<file path="src/rtl/calc_key_seq.sv">
// Keypad sequencer for a small calculator: builds two decimal operands from
// debounced button levels, hands them to a datapath and shows the result.
module calc_key_seq #(
  parameter int MAX_DIGITS = 2,
  parameter int TIMEOUT    = 16
) (
  input  logic       clk,
  input  logic       reset,
  input  logic [9:0] keys,
  input  logic [2:0] func,
  input  logic       get_res,
  output logic [3:0] alu_a,
  output logic [3:0] alu_b,
  output logic [2:0] alu_op,
  output logic       alu_start,
  input  logic       alu_done,
  input  logic [3:0] alu_res,
  output logic [3:0] res,
  output logic       res_valid,
  output logic       err,
  output logic       busy
);
  localparam int CNT_W = $clog2(MAX_DIGITS + 1);
  localparam int TMO_W = $clog2(TIMEOUT + 1);
  localparam logic [CNT_W-1:0] MAX_CNT  = CNT_W'(MAX_DIGITS);
  localparam logic [TMO_W-1:0] TMO_LAST = TMO_W'(TIMEOUT - 1);

  typedef enum logic [2:0] {ENTER_A, ENTER_B, ISSUE, WAIT, SHOW} state_t;

  state_t           state, state_nxt;
  logic [9:0]       keys_q;
  logic [2:0]       func_q;
  logic             get_q;
  logic             armed;
  logic [CNT_W-1:0] cnt_a, cnt_b, cnt_cur;
  logic [TMO_W-1:0] tmo;
  logic [9:0]       key_rise;
  logic [3:0]       dig, acc_cur;
  logic [7:0]       acc_next;
  logic             dig_press, func_press, get_press;

  // armed stays low for the first cycle after reset so levels held across
  // reset release are absorbed into the edge registers without a press
  assign key_rise   = keys & ~keys_q & {10{armed}};
  assign dig_press  = (key_rise != '0) && ((key_rise & (key_rise - 10'd1)) == '0)
                      && ((keys & ~key_rise) == '0);
  assign func_press = armed && (func != '0) && (func_q == '0);
  assign get_press  = armed && get_res && !get_q;

  always_comb begin
    dig = '0;
    for (int i = 0; i < 10; i++)
      if (key_rise[i]) dig = 4'(i);
  end

  assign acc_cur  = (state == ENTER_B) ? alu_b : alu_a;
  assign cnt_cur  = (state == ENTER_B) ? cnt_b : cnt_a;
  assign acc_next = {4'd0, acc_cur} * 8'd10 + {4'd0, dig};

  always_ff @(posedge clk) begin
    if (reset) state <= ENTER_A;
    else       state <= state_nxt;
  end

  always_comb begin
    state_nxt = state;
    case (state)
      ENTER_A: if (!dig_press && func_press && cnt_a != '0) state_nxt = ENTER_B;
      ENTER_B: if (!dig_press && !func_press && get_press && cnt_b != '0) state_nxt = ISSUE;
      ISSUE:   state_nxt = WAIT;
      WAIT:    if (alu_done) state_nxt = SHOW;
               else if (tmo == TMO_LAST) state_nxt = ENTER_A;
      SHOW:    if (dig_press) state_nxt = ENTER_A;
               else if (func_press) state_nxt = ENTER_B;
      default: state_nxt = ENTER_A;
    endcase
  end

  always_comb begin
    alu_start = (state == ISSUE);
    busy      = (state == ISSUE) || (state == WAIT);
  end

  always_ff @(posedge clk) begin
    if (reset) begin
      keys_q <= '0; func_q <= '0; get_q <= 1'b0; armed <= 1'b0;
      alu_a <= '0; alu_b <= '0; cnt_a <= '0; cnt_b <= '0; alu_op <= '0;
      res <= '0; res_valid <= 1'b0; err <= 1'b0; tmo <= '0;
    end else begin
      keys_q <= keys;
      func_q <= func;
      get_q  <= get_res;
      armed  <= 1'b1;
      case (state)
        ENTER_A, ENTER_B: begin
          // a range-rejected digit still uses up a digit slot, so further
          // digits for that operand are then refused by count
          if (dig_press) begin
            if (cnt_cur < MAX_CNT) begin
              if (acc_next <= 8'd15) begin
                err <= 1'b0;
                if (state == ENTER_B) alu_b <= acc_next[3:0];
                else                  alu_a <= acc_next[3:0];
              end else begin
                err <= 1'b1;
              end
              if (state == ENTER_B) cnt_b <= cnt_b + 1'b1;
              else                  cnt_a <= cnt_a + 1'b1;
            end
          end else if (func_press) begin
            if (state == ENTER_B) begin
              alu_op <= func;
              alu_b  <= '0;
              cnt_b  <= '0;
            end else if (cnt_a != '0) begin
              alu_op <= func;
            end
          end
        end
        ISSUE: tmo <= '0;
        WAIT: begin
          if (alu_done) begin
            res       <= alu_res;
            res_valid <= 1'b1;
          end else if (tmo == TMO_LAST) begin
            err       <= 1'b1;
            res_valid <= 1'b0;
            alu_a <= '0; alu_b <= '0; cnt_a <= '0; cnt_b <= '0;
            tmo   <= '0;
          end else begin
            tmo <= tmo + 1'b1;
          end
        end
        SHOW: begin
          if (dig_press) begin
            alu_a <= dig; cnt_a <= CNT_W'(1);
            alu_b <= '0;  cnt_b <= '0;
            err <= 1'b0;  res_valid <= 1'b0;
          end else if (func_press) begin
            alu_a  <= res; cnt_a <= CNT_W'(1);
            alu_b  <= '0;  cnt_b <= '0;
            alu_op <= func;
          end
        end
        default: ;
      endcase
    end
  end
endmodule

</file>
<file path="config.mk">
export PLATFORM = sky130hd
export DESIGN_NAME = calc_key_seq
export DESIGN_NICKNAME = d
export VERILOG_FILES = /design/src/rtl/calc_key_seq.sv
export SDC_FILE = /design/constraint.sdc
export NUM_CORES = 1
export LEC_CHECK = 0
export ABC_AREA = 1
export CORE_MARGIN = 3
export CORE_UTILIZATION = 35
export CTS_CLUSTER_SIZE = 24
export DETAILED_ROUTE_END_ITERATION = 8
export DONT_BUFFER_PORTS = 1
export MAX_ROUTING_LAYER = met4
export PLACE_DENSITY_LB_ADDON = 0.15
export SLEW_MARGIN = 5
export SYNTH_ARGS = -nofsm -noshare
export SYNTH_HDL_FRONTEND = slang
export SYNTH_SLANG_ARGS = --single-unit
</file>
<file path="constraint.sdc">
create_clock -name clk -period 3.2 [get_ports clk]
set_clock_uncertainty 0.1 [all_clocks]
set_input_delay 0.64 -clock clk [delete_from_list [all_inputs] [get_ports clk]]
set_output_delay 0.64 -clock clk [all_outputs]
set_load 0.05 [all_outputs]
</file>
==> results.txt, run 1 <==
The flow ran to the end, and the final reports show no timing, DRC or antenna violations. In this run the worst setup path begins at state[2]. The capturing element type of the critical path was a flop.

The global routing met2 resource utilization came out at 24.83%. 0 antenna diodes ended up in the layout. Entering global routing, the biggest net connects 25 pins. The count of cells in the finished layout, fillers not included, comes to 568. The largest area contributor in the synthesized netlist was sky130_fd_sc_hd__dfxtp_1. The root cell of the clock tree was sky130_fd_sc_hd__clkbuf_8.

After synthesis, the netlist uses 38 different library cells. After synthesis, the mean cell area works out to 6.569 um^2. Among all stages on the critical path, the largest delay is contributed by sky130_fd_sc_hd__fa_1.

In this design, the largest share of critical-path delay is due to simple AND/OR/NAND/NOR gates. The number of remaining DRC errors came out at 0. The number of fill cells in the layout is 862, and the I/O pin count is 40. The effective utilization at floorplan came out at 36.50%.

The slew at the pin closest to its max-slew limit works out to 918.0 ps. For the final count of pins violating max slew, the log shows 0. Counting the buffers created by CTS gives 5. Power spread over the standard cell area amounts to 827.3 nW/um^2. In the global route stage, met3 resource usage came out at 4.028%. The worst min-delay path class is primary input to flop. Relative to the synthesized area, the layout overhead comes to 17.13%.

The number of I/O port buffers came out at 0. After synthesis, the cell types taking the most area are sky130_fd_sc_hd__dfxtp_1, sky130_fd_sc_hd__nand2_1, sky130_fd_sc_hd__nor2_1. The sum of routed wire length over all layers was 7038 um. The completed layout was analyzed and its total power is 2.775 mW.

For this run, the slowest stage of the critical path takes 560 ps. Final critical-path share of the clock period: 96.19%. In this run the worst path has a maximum fanout of 8.

The final layout net count was 498; the remaining antenna violation count after routing was 0. The height of the die was 96.46 um; the later-pin clock latency in the skew report was 300 ps. The routed wire length per instance is 12.39 um.

STA classifies the critical path startpoint as a flop. Across the whole layout, storage elements account for 885.9 um^2. The run gives 38.47% as the relative slew slack. The tools report the hold path endpoint as state[2]. The die covers 9305 um^2. The signal on the critical path passes through inv_4 > nand3_4 > inv_4 > nand2_2 > nand2_2 > ha_4 > ha_4 > fa_1 > nand2_2 > a21oi_2 > inv_1 > nand2_1 > nand2_2 > nor2_4 > nand2_2 > nand2_2 > nor2_2 > nor2_4 > nand2_2 > nand2_1 > nand2_1 > nor2_1. Based on the critical path, the design can be clocked at up to 324.9 MHz. The tools report the destination of the worst register-to-register timing path as alu_b[0]. Counting both buffers and inverters, the worst setup path holds a total of 3. The clock net in this run drives a total of 44 sinks. The logs give 0 for the initial antenna violation count and 2 for the deepest clock path buffer count. At the worst endpoint, the required time is 3340 ps. Global routing consumed, over all layers together, 16.65% of the routing resources. The count of flip-flops with a built-in enable after synthesis was 0; the warning count from the yosys run was 0. Max-cap violations in this run came to 0.

Cells with a size suffix above 1 make up 20.60% of the layout. The total area inside the core boundary comes to 7848 um^2. The clock transition time at the flip-flop clock pins of the worst setup and hold paths was 80 ps.

The first detailed-routing pass ran for 4 iterations. The launch instance of the worst min-delay path is reset. The synthesized design devotes to its leading area cell type 30.76% of total area. TritonCTS built the clock tree. In this run, synthesis produced a sequential element count of 44.

Cell count of the worst hold path: 1. For the via count of the first global-routing pass, the log shows 2557. Setup repair after global routing could not meet its margin everywhere.

The global-route congestion overflow total was 0; the post-synthesis async set-or-reset flop share was 0%. The startpoint identified for the worst register-to-register timing path is state[2]. met2 is the most crowded layer.

Setup violations remaining at the end of the flow were counted as 0. The routed layout has 2738 vias. For this run, global-route usage on met1 was measured as 22.16%.

The post-synthesis sequential area ratio is 30.76%. The tools report the cell count after placement as 554. The vias per cell was 4.820; the largest voltage drop on the vdd net was 0.3466 mV.

At the worst endpoint, the arrival time is 3220 ps. The H-tree generated during clock tree synthesis spans 2 levels. Summing all multi-input logic gate instances after layout gives 1753 um^2.

The depth of the worst register-to-register path is 22, and the global-route wire length before repair is 11740 um. Among all flip-flop cells after synthesis, the most frequent one is sky130_fd_sc_hd__dfxtp_1. The starting DRC count in detailed routing is 131.

Counting every instance in the synthesized netlist gives 436. After floorplanning, the core was divided into 32 placement rows. Total half-perimeter wirelength after legalization and detailed placement: 5477 um. Critical path's most frequent cell: sky130_fd_sc_hd__nand2_2.

The run gives 2864 um^2 as the post-synthesis instance area. Hold timing on the final database bottoms out at a slack of 293.2 ps. Post-route minimum period: 3078 ps. For the count of final hold-check violations, the log shows 0. The die boundary width was 96.46 um. The routability-driven placement congestion ratio was 0.9071; the leakage component of the power was 1.663 nW. When the netlist entered floorplanning its net count stood at 469.

The setup check on the worst reg-to-reg path leaves a slack of 120 ps. By startpoint and endpoint, the worst setup path is classified as flop to flop.
timing repair:
| action | CTS | global route |
|---|---|---|
| pin swaps | 2 | 11 |
| gates resized for setup | 2 | 26 |
| setup buffers | 0 | 6 |
| hold buffers | 0 | 0 |
| setup endpoints to repair | 4 | 9 |
layer usage:
layer | up-vias | wire length, um
li1 | 1442 | -
met1 | 1221 | 3396
met2 | 69 | 3079
met3 | 6 | 493
met4 | 0 | 69
met5 | - | 0
area by class of cell:
class | count | area share [%]
Multi-Input combinational cell | 317 | 52.26
Sequential cell | 44 | 26.41
Inverter | 67 | 7.646
Timing Repair Buffer | 30 | 7.087
Tap cell | 102 | 3.805
Clock buffer | 7 | 2.574
Clock inverter | 1 | 0.2238
power by group:
group / total (mW) / switching [mW] / internal, mW
registers: 0.751 / 0.109 / 0.641
logic: 1.65 / 1.03 / 0.619
clock network: 0.374 / 0.198 / 0.176
total: 2.78 / 1.34 / 1.44
logic make-up (layout without fill, tap and decap cells):
group / count (synthesis) / in the layout / synth area share, %
adders and majority gates: 12 / 12 / 5.767
buffers and inverters: 75 / 105 / 10.92
DFF: 44 / 44 / 30.76
xor gates and xnor gates: 3 / 3 / 0.9176
and+or+nand+nor: 251 / 251 / 41.85
AOI/OAI and AO/OA: 51 / 51 / 9.786
worst max path at each step:
stage / cells past startpoint / endpoint / slack [ps]
3_5_place_dp: 20 / alu_b[0] / -10
2_1_floorplan: 19 / alu_b[0] / 20
5_1_grt: 22 / alu_b[0] / -100
4_1_cts: 21 / alu_b[0] / 10
3_3_place_gp: 19 / alu_b[3] / 70
6_report: 22 / alu_b[0] / 120
cells in the mapped netlist, types with 2 or more instances:
cell type and n:
sky130_fd_sc_hd__nand2_2 10, sky130_fd_sc_hd__nor4_1 2, sky130_fd_sc_hd__nand4_1 8, sky130_fd_sc_hd__ha_1 10, sky130_fd_sc_hd__nand3_4 3, sky130_fd_sc_hd__nor3_2 2
sky130_fd_sc_hd__nor2_4 3, sky130_fd_sc_hd__inv_2 4, sky130_fd_sc_hd__nor2_2 6, sky130_fd_sc_hd__nand3_2 2, sky130_fd_sc_hd__nand2_1 92, sky130_fd_sc_hd__nor2_1 75
sky130_fd_sc_hd__xor2_1 2, sky130_fd_sc_hd__buf_6 2, sky130_fd_sc_hd__o21bai_1 2, sky130_fd_sc_hd__clkbuf_1 3, sky130_fd_sc_hd__clkinv_1 2, sky130_fd_sc_hd__nand3_1 38
sky130_fd_sc_hd__o21ai_0 20, sky130_fd_sc_hd__a21oi_1 23, sky130_fd_sc_hd__dfxtp_1 44, sky130_fd_sc_hd__nand2_4 2, sky130_fd_sc_hd__inv_1 61, sky130_fd_sc_hd__nor3_1 5
sky130_fd_sc_hd__fa_1 2
stage by stage:
stage	setup slack, ps	util, %	cell area (um^2)	TNS, ps
after floorplan	21.30	-	2865	0
after global placement	68.88	39.88	3129	0
after detailed placement	-13.01	39.88	3129	-24.00
after CTS	14.33	41.12	3227	0
after global routing	-95.81	42.75	3354	-339.0
final	121.9	42.75	3354	0
state kept, by name, summed over array words and instances (netlist names):
signal / cells
keys_q: 10
tmo: 5
alu_a: 4
alu_b: 4
res: 4
alu_op: 3
func_q: 3
state: 3
cnt_a: 2
cnt_b: 2
armed: 1
err: 1
get_q: 1
res_valid: 1
cell usage in the layout (no fill, tap or decap), types with 6 or more instances in the layout:
| cell | n |
|---|---|
| sky130_fd_sc_hd__clkbuf_8 | 6 |
| sky130_fd_sc_hd__nand4_1 | 8 |
| sky130_fd_sc_hd__a21oi_1 | 21 |
| sky130_fd_sc_hd__nor2_2 | 6 |
| sky130_fd_sc_hd__buf_4 | 29 |
| sky130_fd_sc_hd__nand2_2 | 17 |
| sky130_fd_sc_hd__inv_1 | 59 |
| sky130_fd_sc_hd__o21ai_0 | 18 |
| sky130_fd_sc_hd__nand3_1 | 36 |
| sky130_fd_sc_hd__dfxtp_1 | 40 |
| sky130_fd_sc_hd__nor2_1 | 73 |
| sky130_fd_sc_hd__ha_1 | 7 |
| sky130_fd_sc_hd__nand2_1 | 85 |
worst reg2reg max path, delay by kind of cell (launching register included):
kind / cells / cell delay [ps]
compound gates: 1 / 120
fa+ha+maj: 3 / 930
buf+inv: 3 / 220
flops: 1 / 340
simple gates: 15 / 1320
(Power assumes the default switching activity.)
==> run 2: changes to the inputs <==
--- a/config.mk
+++ b/config.mk
@@ -7,7 +7,7 @@
 export LEC_CHECK = 0
 export ABC_AREA = 1
 export CORE_MARGIN = 3
-export CORE_UTILIZATION = 35
+export CORE_UTILIZATION = 44
 export CTS_CLUSTER_SIZE = 24
 export DETAILED_ROUTE_END_ITERATION = 8
 export DONT_BUFFER_PORTS = 1
==> results.txt, run 2 (same netlist as run 1, synthesis figures left out) <==
Launch instance of the worst min-delay path: reset (unchanged). Kind of critical path: flop to flop (unchanged). The tools report the relative slew slack as 40.90% (was 38.47%). TritonCTS built the clock tree. Count of final hold-check violations: 0 (unchanged). The global-route congestion overflow total came out at 0 (unchanged). The logs give 46.98% (was 36.50%) for the effective utilization at floorplan and 300 ps (about the same) for the later-pin clock latency in the skew report.

The depth of the worst register-to-register path works out to 22 (unchanged). The final hold slack was 291.2 ps (was 293.2 ps). The final count of pins violating max slew was 0 (unchanged); the critical path data arrival time was 3280 ps (was 3220 ps). The detailed-routed wire length on met2 is 3027 um (was 3079 um), and the clock transition time at the flip-flop clock pins of the worst setup and hold paths is 90 ps (was 80 ps). The run gives 2738 (unchanged) as the total via count in the routed design. The run gives 0 (unchanged) as the number of setup violations in the final report.

The synthesis-to-finish area growth works out to 16.30% (was 17.13%). The vias per cell was 5.099 (was 4.820). The run gives 70 ps (was 120 ps) as the register-to-register setup slack. The clock sink count is 44 (unchanged), and the amount of wire on met3 after detailed routing is 396 um (was 493 um). The share of layout cells above drive strength 1 came out at 19.91% (was 20.60%). The run finished with clean final reports. The number of I/O port buffers came out at 0 (unchanged).

The flip-flop count of the largest register after layout was 10 (unchanged). The required time at the endpoint of the critical path is 3350 ps (was 3340 ps), and the ratio of total power to cell area is 867.7 nW/um^2 (was 827.3 nW/um^2). The total half-perimeter wirelength after legalization and detailed placement was 5120 um (was 5477 um). The number of standard cells in the layout, taps in and fillers out is 537 (was 568), and the total core area is 6096 um^2 (was 7848 um^2). The height of the die came out at 86.68 um (was 96.46 um). Commonest cells after routing, fill and taps aside: sky130_fd_sc_hd__nand2_1, sky130_fd_sc_hd__nor2_1, sky130_fd_sc_hd__inv_1 (unchanged). The final layout net count came out at 494 (was 498).

The final critical-path share of the clock period was 97.83% (was 96.19%). The startpoint type of the worst setup path was a flop (unchanged). The run gives 6843 um (was 7038 um) as the sum of routed wire length over all layers. Setup repair after global routing could not meet its margin everywhere.

The tools report the I/O pin count as 40 (unchanged). The highest fanout seen on the critical path is 7 (was 8), and the antenna diode instance count is 0 (unchanged). The destination of the worst register-to-register timing path was alu_b[0] (unchanged). The most common cell after layout, fill and taps aside is sky130_fd_sc_hd__nand2_1 (unchanged).

The post-layout instance area was 3331 um^2 (was 3354 um^2); the number of hold buffers added after CTS was 0 (unchanged). Largest voltage drop on the vdd net: 0.5443 mV (was 0.3466 mV). The tools report the final worst slack as 69.38 ps (was 121.9 ps).

The run gives 7513 um^2 (was 9305 um^2) as the floorplan die area. The number of remaining DRC errors is 0 (unchanged). The logs give 616 (was 862) for the number of fill cells in the layout and 25 (unchanged) for the maximum number of pins on one net before global-route repair. The topmost layer with routed signal wires was met4 (unchanged). The capturing element type of the critical path was a flop (unchanged). Launching point of the worst reg2reg path: state[2] (unchanged). The initial antenna violation count was 0 (unchanged); the cell count of the worst hold path was 1 (unchanged).

The remaining antenna violation count after routing is 0 (unchanged), and the starting DRC count in detailed routing is 118 (was 131). The logs give 5 (unchanged) for the number of buffers created by CTS and 1.668 nW (was 1.663 nW) for the leakage component of the power. For the max capacitance violation total, the log shows 0 (unchanged). The area of placed instances is 3065 um^2 (was 3129 um^2), and the deepest level of the CTS H-tree is 2 (unchanged). The logs give 0.8825 (was 0.9071) for the routability-driven placement congestion ratio and 28 (was 32) for the number of placement rows.

The setup slack at placement is -69.65 ps (was -13.01 ps), and the global-route wire length before repair is 11430 um (was 11740 um). For the cell count after placement, the log shows 523 (was 554). The maximum operating frequency came out at 319.4 MHz (was 324.9 MHz). The tools report the hold path endpoint as state[2] (unchanged).

The via count of the first global-routing pass is 2542 (was 2557), and the deepest clock path buffer count is 2 (unchanged). The post-route minimum period came out at 3131 ps (was 3078 ps). Registers with the most flip-flops: keys_q x10, tmo x5 (unchanged). The slew at the pin closest to its max-slew limit works out to 881.7 ps (was 918.0 ps).

The tools report the root cell of the clock tree as sky130_fd_sc_hd__clkbuf_8 (unchanged). The number of detailed-routing iterations run before antenna repair was 4 (unchanged); the die boundary width was 86.68 um (was 96.46 um). The register ranked first by flip-flop count was keys_q (unchanged). The worst min-delay path class is primary input to flop (unchanged). The total routed wire length on the met1 layer was 3281 um (was 3396 um). The total routing resource utilization after global routing was 19.65% (was 16.65%). The routed wire length per instance is 12.74 um (was 12.39 um).
-- run 2: layout make-up --
class	count	area [um^2]	share of cell area, %
multi-input cells	317	1772	53.19
well taps	75	93.84	2.817
repair buffers	26	207.7	6.236
clock buffers	6	82.58	2.479
inverters	67	251.5	7.551
flip-flops and latches	44	884.6	26.56
clock inverters	2	38.79	1.165
-- run 2: worst max-delay path by stage --
| stage | cells after the start | endpoint | startpoint | slack [ps] |
|---|---|---|---|---|
| global route | 22 | alu_b[0] | state[2] | -140 |
| global placement | 19 | alu_b[0] | state[0] | 70 |
| detailed placement | 19 | alu_b[0] | state[0] | -70 |
| CTS | 19 | alu_b[3] | state[1] | 3 |
| finish | 22 | alu_b[0] | state[2] | 70 |
| floorplan | 19 | alu_b[0] | state[1] | 20 |
-- run 2: per-stage QoR --
step | setup TNS, ps | util [%] | power, mW
after global placement | 0 | 50.29 | 2.166
after detailed placement | -229.4 | 50.29 | 2.178
after CTS | 0 | 52.42 | 2.659
after global routing | -538.7 | 54.64 | 3.106
after floorplan | 0 | - | 1.825
final | 0 | 54.64 | 2.890
-- run 2: power by group --
part | leakage [nW] | switching, mW | internal (mW) | total [mW]
Combinational | 1.25 | 1.05 | 0.613 | 1.67
Sequential | 0.362 | 0.117 | 0.641 | 0.757
Clock | 0.0614 | 0.209 | 0.256 | 0.465
Total | 1.67 | 1.38 | 1.51 | 2.89
-- run 2: metal layers --
layer	vias to the layer above	global-route usage, %
met3	15	4.373
met4	0	6.232
met5	-	-
met1	1234	25.77
met2	59	30.11
li1	1430	-
-- run 2: repair_timing --
action                     in CTS  in global routing
resized for setup               4                 25
pin swaps                       2                 13
buffers inserted                0                  7
setup endpoints to repair       8                  9
-- run 2: critical path, cell delays in order (launching register included) --
cell                      delay, ps
sky130_fd_sc_hd__dfxtp_2        330
sky130_fd_sc_hd__inv_2           90
sky130_fd_sc_hd__nand3_4        140
sky130_fd_sc_hd__inv_2          100
sky130_fd_sc_hd__nand2_2         50
sky130_fd_sc_hd__nand2_2         90
sky130_fd_sc_hd__ha_4           210
sky130_fd_sc_hd__ha_4           160
sky130_fd_sc_hd__fa_1           580
sky130_fd_sc_hd__nand2_2         80
sky130_fd_sc_hd__a21oi_2        140
sky130_fd_sc_hd__inv_1           60
sky130_fd_sc_hd__nand2_1         50
sky130_fd_sc_hd__nand2_1         60
sky130_fd_sc_hd__nor2_2         140
sky130_fd_sc_hd__nand2_2         90
sky130_fd_sc_hd__nand2_4         80
sky130_fd_sc_hd__nor2_4          40
sky130_fd_sc_hd__nor2_4         200
sky130_fd_sc_hd__nand2_2         70
sky130_fd_sc_hd__nand2_1         60
sky130_fd_sc_hd__nand2_1         40
sky130_fd_sc_hd__nor2_1         110
